[src/rtl/axis_nchan_adder.sv]
// axis_nchan_adder: joins NUM_CH AXI-Stream inputs beat-by-beat and emits the
// per-sample signed sum of the enabled channels through a 2-entry output FIFO.
// Optional build macro AXIS_ADDER_SAT_EN: saturate each sum to the input sample
// width instead of emitting the full-width sum.
module axis_nchan_adder #(
    parameter int NUM_CH        = 4,
    parameter int SSAMPLE_WIDTH = 16,
    parameter int SAMPLES       = 16,
`ifdef AXIS_ADDER_SAT_EN
    localparam int MSAMPLE_WIDTH = SSAMPLE_WIDTH
`else
    localparam int MSAMPLE_WIDTH = SSAMPLE_WIDTH + $clog2(NUM_CH)
`endif
) (
    input  logic                                    CLK,
    input  logic                                    resetn,
    input  logic [NUM_CH*SAMPLES*SSAMPLE_WIDTH-1:0] s_axis_tdata,
    input  logic [NUM_CH-1:0]                       s_axis_tvalid,
    output logic [NUM_CH-1:0]                       s_axis_tready,
    input  logic [NUM_CH-1:0]                       s_axis_tlast,
    input  logic [NUM_CH-1:0]                       ch_en,
    output logic [SAMPLES*MSAMPLE_WIDTH-1:0]        m_axis_tdata,
    output logic                                    m_axis_tvalid,
    input  logic                                    m_axis_tready,
    output logic                                    m_axis_tlast,
    output logic [31:0]                             beat_cnt,
    output logic                                    err_tlast
);

    localparam int FULL_W = SSAMPLE_WIDTH + $clog2(NUM_CH);
    localparam int OUT_W  = SAMPLES * MSAMPLE_WIDTH;

`ifdef AXIS_ADDER_SAT_EN
    localparam logic signed [FULL_W-1:0] SAT_MAX =
        {{(FULL_W-SSAMPLE_WIDTH+1){1'b0}}, {(SSAMPLE_WIDTH-1){1'b1}}};
    localparam logic signed [FULL_W-1:0] SAT_MIN =
        {{(FULL_W-SSAMPLE_WIDTH+1){1'b1}}, {(SSAMPLE_WIDTH-1){1'b0}}};
`endif

    logic [1:0]       fill;
    logic [OUT_W-1:0] head_data;
    logic             head_last;
    logic [OUT_W-1:0] tail_data;
    logic             tail_last;
    logic [OUT_W-1:0] sum_data;
    logic             accept;
    logic             pop;
    logic [NUM_CH-1:0] last_en;
    logic             last_or;
    logic             last_mismatch;

    // resetn is folded into accept so tready is forced low while reset is held
    assign accept = resetn & (|ch_en) & (&(s_axis_tvalid | ~ch_en)) & (fill < 2'd2);
    assign pop    = m_axis_tvalid & m_axis_tready;

    assign s_axis_tready = {NUM_CH{accept}} & ch_en;
    assign m_axis_tvalid = (fill != 2'd0);
    assign m_axis_tdata  = head_data;
    assign m_axis_tlast  = head_last;

    assign last_en       = s_axis_tlast & ch_en;
    assign last_or       = |last_en;
    assign last_mismatch = last_or && (last_en != ch_en);

    // Per-sample sum of enabled channels at full width, optionally saturated
    always_comb begin
        logic signed [FULL_W-1:0] acc;
        sum_data = '0;
        acc      = '0;
        for (int unsigned i = 0; i < SAMPLES; i++) begin
            acc = '0;
            for (int unsigned c = 0; c < NUM_CH; c++) begin
                if (ch_en[c]) begin
                    acc = acc + FULL_W'($signed(
                        s_axis_tdata[(c*SAMPLES+i)*SSAMPLE_WIDTH +: SSAMPLE_WIDTH]));
                end
            end
`ifdef AXIS_ADDER_SAT_EN
            if (acc > SAT_MAX) begin
                sum_data[i*MSAMPLE_WIDTH +: MSAMPLE_WIDTH] = SAT_MAX[SSAMPLE_WIDTH-1:0];
            end else if (acc < SAT_MIN) begin
                sum_data[i*MSAMPLE_WIDTH +: MSAMPLE_WIDTH] = SAT_MIN[SSAMPLE_WIDTH-1:0];
            end else begin
                sum_data[i*MSAMPLE_WIDTH +: MSAMPLE_WIDTH] = acc[SSAMPLE_WIDTH-1:0];
            end
`else
            sum_data[i*MSAMPLE_WIDTH +: MSAMPLE_WIDTH] = acc;
`endif
        end
    end

    // Two-entry output FIFO: head drives the master port, tail holds the overflow beat
    always_ff @(posedge CLK or negedge resetn) begin
        if (!resetn) begin
            fill      <= 2'd0;
            head_data <= '0;
            head_last <= 1'b0;
            tail_data <= '0;
            tail_last <= 1'b0;
        end else begin
            case ({accept, pop})
                2'b10: begin
                    if (fill == 2'd0) begin
                        head_data <= sum_data;
                        head_last <= last_or;
                    end else begin
                        tail_data <= sum_data;
                        tail_last <= last_or;
                    end
                    fill <= fill + 2'd1;
                end
                2'b01: begin
                    if (fill == 2'd2) begin
                        head_data <= tail_data;
                        head_last <= tail_last;
                    end
                    fill <= fill - 2'd1;
                end
                2'b11: begin
                    // accept needs fill<2 and pop needs fill>0, so fill is 1 here
                    head_data <= sum_data;
                    head_last <= last_or;
                end
                default: ;
            endcase
        end
    end

    // Output beat counter and sticky tlast-disagreement flag
    always_ff @(posedge CLK or negedge resetn) begin
        if (!resetn) begin
            beat_cnt  <= '0;
            err_tlast <= 1'b0;
        end else begin
            if (pop) begin
                beat_cnt <= beat_cnt + 32'd1;
            end
            if (accept && last_mismatch) begin
                err_tlast <= 1'b1;
            end
        end
    end

endmodule

[config.mk]
export PLATFORM = sky130hd
export DESIGN_NAME = axis_nchan_adder
export DESIGN_NICKNAME = d
export VERILOG_FILES = /design/src/rtl/axis_nchan_adder.sv
export SDC_FILE = /design/constraint.sdc
export NUM_CORES = 2
export LEC_CHECK = 0
export BUFFER_PORTS_ARGS = -buffer_cell sky130_fd_sc_hd__buf_2
export CORE_AREA = 2 2 526 528
export DETAILED_ROUTE_END_ITERATION = 8
export DIE_AREA = 0 0 528 530
export PLACE_DENSITY = 0.51
export SLEW_MARGIN = 30
export SYNTH_ARGS = -nofsm -noshare
export SYNTH_HDL_FRONTEND = slang
export SYNTH_SLANG_ARGS = --single-unit
[constraint.sdc]
create_clock -name CLK -period 3.62 [get_ports CLK]
set_input_delay 0.362 -clock CLK [delete_from_list [all_inputs] [get_ports CLK]]
set_output_delay 0.362 -clock CLK [all_outputs]
set_load 0.01 [all_outputs]
==> key figures <==
Route
  – Number of iterations in the first detailed-routing pass: 6
  – Total DRC errors in the routed layout: 0
  – DRC violation total after the first TritonRoute iteration: 9785
  – Routed wl met2: 168.7 mm
  – Wire length reported by the detailed router: 470.0 mm
  – Routed WL per cell: 26.01 µm
  – Detail-routed via count per cell: roughly 5.2
  – Routed Antenna Nets: 1
  – Detailed-routing wirelength on met1: 226.8 mm
  – Highest signal layer in the routed design: met5
  – Wire length on met3: 52.77 mm
  – Vias after detailed routing: 94075

Floorplanning
  – Die extent in y: 530 µm
  – Cell Rows: 193
  – DIE AREA: roughly 0.28 mm²
  – Floorplan core area: 0.2748 mm²
  – Die X-Extent: 528 µm
  – Initial cell density of the core: 27.19%
  – Top-level I/O count: about 1400

Final layout
  – Net total in the final layout: 16080
  – Post-route insts no fill: around 18000
  – Area Growth Syn to Fin: 63.60%
  – Multi-input gate area: 0.06351 mm²
  – Area of all placed cells without fillers: about 0.12 mm²
  – Reg area: 0.01534 mm²
  – Layout cell share with drive strength beyond 1: 43.90%
  – Fin util: between 40% and 50%
  – Fill count: 27805

Timing
  – Tcrit/Tclk final: 162.0%
  – Clock tree skew after final layout: 0.02451 ns
  – Number of failing hold endpoints at the final stage: 0
  – Worst rel slew slack: 32.60%
  – Final Worst Setup Slack: -2.244 ns
  – Slew at the pin with the worst max-slew slack: 1.002 ns
  – Highest clock rate: 170.5 MHz
  – RSZ-0062 raised after global routing: yes
  – Shortest clock period the worst path allows after layout: 5.864 ns
  – Final setup violating endpoints: 489
  – Number of max-slew violations in the final report: 0

Clocking
  – Sink count of the clock tree: 613
  – Worst skew pair latency: 0.67 ns
  – Clock-pin slew on the worst setup and hold paths: 0.07 ns
  – Clock root buffer master: clkbuf_16
  – Number of buffers between clock root and the deepest sink: 3
  – CTS H-Tree Depth: 3
  – TritonCTS clock tree: built
  – TritonCTS Buffers: between 60 and 70

Pwr
  – Reported leakage power: a little over 60 nW
  – Worst-case vdd ir drop: 0.3065 mV
  – Power density of the placed cells: 510.9 mW/mm²

Yosys
  – Post-synth top area share: 20.53%
  – Area of the mapped netlist: about 0.075 mm²
  – Number of flops mapped to enable cells by yosys: 0
  – Unique cell type count in the Yosys netlist: 95
  – Fraction of the yosys area taken by sequential cells: about a fifth
  – Main synth FF type: dfrtp_1
  – Synth top area cells: dfrtp_1 21%, ha_1 13%, o21ai_0 6.9%
  – FFs w/ async S/R, synth: between 90% and 100%
  – Post-Syn Instances: 9818
  – Synthesized flop and latch total: 613
  – Largest area contributor in the synthesized netlist: dfrtp_1
  – Per-instance average area after synthesis: about 7.6 µm²
  – Net count after synthesis: approximately 12000
  – Number of warnings issued by yosys: 0

Setup path
  – Max Fanout on Critical Path: 4
  – Kind of end point of the critical path: flip-flop
  – Reg-to-reg slack, setup: 0.52 ns
  – Data arrival time of the critical path: approximately 6.4 ns
  – Kind of launch point of the worst setup path: input port
  – Required time of the critical path: 4.16 ns
  – Slowest cell on crit path: or4_4
  – Depth of the worst register-to-register path: 14
  – CP peak stage delay: 0.47 ns
  – Reg2reg start: fill[0]
  – Destination of the worst register-to-register timing path: m_axis_tdata[205]
  – Class of the most critical setup path: input port to flip-flop

GRT
  – First-pass GRT wire length: 640.6 mm
  – Largest net degree at the start of global routing: 140
  – Via count of the first global-routing pass: roughly 85000
  – Initial antenna violation count: 320
  – Global route overflow: 0
  – Gr usage total: 31.99%

Hold path
  – Hold path cells: 4
  – Hold Crit Start: s_axis_tlast[1]
  – Path class of the lowest-slack min-delay path: input port to flip-flop
  – Destination of the worst hold path: err_tlast

Outcome
  – Result of the run: finished, violations left
  – Violations in the final reports: antenna rules, setup timing

Placement
  – Final Wtd Congestion: between 1 and 1.5
  – Number of cells after detailed placement: 17503
  – Post-placement cell area: 0.1120 mm²
  – Buffers added on ports: 1365
  – Post-DP HPWL: 402.0 mm

Job
  – Count of maximum capacitance violations: 0
cell type report:
type,instances,share of cell area [%]
flip-flops and latches,613,12.55
multi-input cells,8347,51.95
repair buffers,4807,28.29
clock buffers,90,1.558
diodes,190,0.3889
well taps,3607,3.691
inverters,387,1.204
clock inverters,31,0.3674
worst max-delay path, delay by kind of cell:
family	cells	cell delay (ns)
xor+xnor	4	0.81
mux	2	0.56
compound gates	11	1.80
fa+ha+maj	5	1.33
buf+inv	3	0.38
simple gates	6	1.13
metal layers:
metal  vias to the layer above  global-route usage [%]
met5                         -                       0
met4                       148                   11.89
met3                       729                   10.00
met2                      4048                   40.49
met1                     44474                   48.68
li1                      44676                       -
stage by stage:
| stage | setup slack, ns | hold slack (ns) | TNS, ns | total power, mW |
|---|---|---|---|---|
| 3_3_place_gp | -3.256 | 0.4138 | -1090.43 | 50.60 |
| 4_1_cts | -2.173 | 0.06860 | -624.21 | 60.78 |
| 2_1_floorplan | -3.373 | 0.06641 | -881.85 | 30.60 |
| 6_report | -2.244 | 0.1049 | -675.12 | 62.46 |
| 5_1_grt | -2.478 | 0.1230 | -787.43 | 66.29 |
| 3_5_place_dp | -3.304 | 0.4135 | -1115.89 | 50.90 |
layout by cell type (no fill, tap or decap), types with 171 or more instances in the layout:
cell        n
nand2_1  1237
buf_4    3263
and3_1    174
inv_1     366
ha_1      578
xor2_1    231
o21ai_0   741
nand3_1   179
dfrtp_1   613
o21ai_1   200
ha_4      171
a21oi_1   669
a21o_1    258
buf_2    1360
nor2_1    626
xnor2_1   375
diode_2   190
state kept, by name (all words and copies together), names as in the netlist:
signal / flops
fill: 2
tail_last: 1
m_axis_tlast: 1
beat_cnt: 32
err_tlast: 1
m_axis_tdata: 288
tail_data: 288
Yosys cell counts, types with 39 or more instances:
library cell,count
mux2_2,195
nor3_1,155
a21oi_1,837
buf_1,64
o31ai_1,85
xor2_1,250
nand3_1,199
o21bai_1,68
dfrtp_1,613
inv_1,386
fa_1,47
nand4_1,47
o22ai_1,46
mux2i_1,169
nand2b_1,102
xnor2_1,406
a211oi_1,123
nand2_1,1291
ha_1,771
and2_1,176
o21ai_0,1033
a211o_1,40
a31oi_1,108
a21o_1,260
clkbuf_1,375
or3_1,104
o211ai_1,71
nor2b_1,63
o21a_1,141
nor2_1,663
and3_1,188
or2_2,47
maj3_1,39
how the worst max path moves through the flow:
| stage | start | to | slack (ns) | depth (start not counted) |
|---|---|---|---|---|
| 2_1_floorplan | ch_en[0] | m_axis_tdata[215] | -3.37 | 35 |
| 6_report | ch_en[0] | m_axis_tdata[107] | -2.24 | 31 |
| 4_1_cts | ch_en[0] | m_axis_tdata[107] | -2.17 | 31 |
| 5_1_grt | ch_en[0] | m_axis_tdata[215] | -2.48 | 32 |
| 3_3_place_gp | ch_en[0] | m_axis_tdata[215] | -3.26 | 28 |
| 3_5_place_dp | ch_en[0] | m_axis_tdata[215] | -3.30 | 28 |
timing repair:
item / CTS / global route
gates cloned: 7 / 0
buffers inserted: 220 / 64
endpoints found under the setup margin: 490 / 502
hold endpoints to repair: 147 / 0
hold buffers: 1 / 0
gates resized for setup: 711 / 366
pin swaps: 467 / 312
kinds of logic (layout without fill, tap and decap cells):
group | Yosys count | in the layout | share of synthesized area (%)
adders and majority gates | 857 | 857 | 14.69
DFF | 613 | 613 | 20.53
muxes | 366 | 366 | 5.242
xor gates and xnor gates | 663 | 663 | 7.901
and+or+nand+nor | 3179 | 3179 | 19.80
AOI/OAI and AO/OA | 3282 | 3282 | 27.43
other | 0 | 190 | 0
buffers and inverters | 858 | 5315 | 4.407
where the power goes:
part	internal, mW	switching (mW)	total [mW]	leakage (nW)
Combinational	19.8	23.3	43.1	51.6
Clock	4.39	3.27	7.65	1.15
Sequential	9.97	1.74	11.7	7.67
Power figures use the tool's default switching activity.
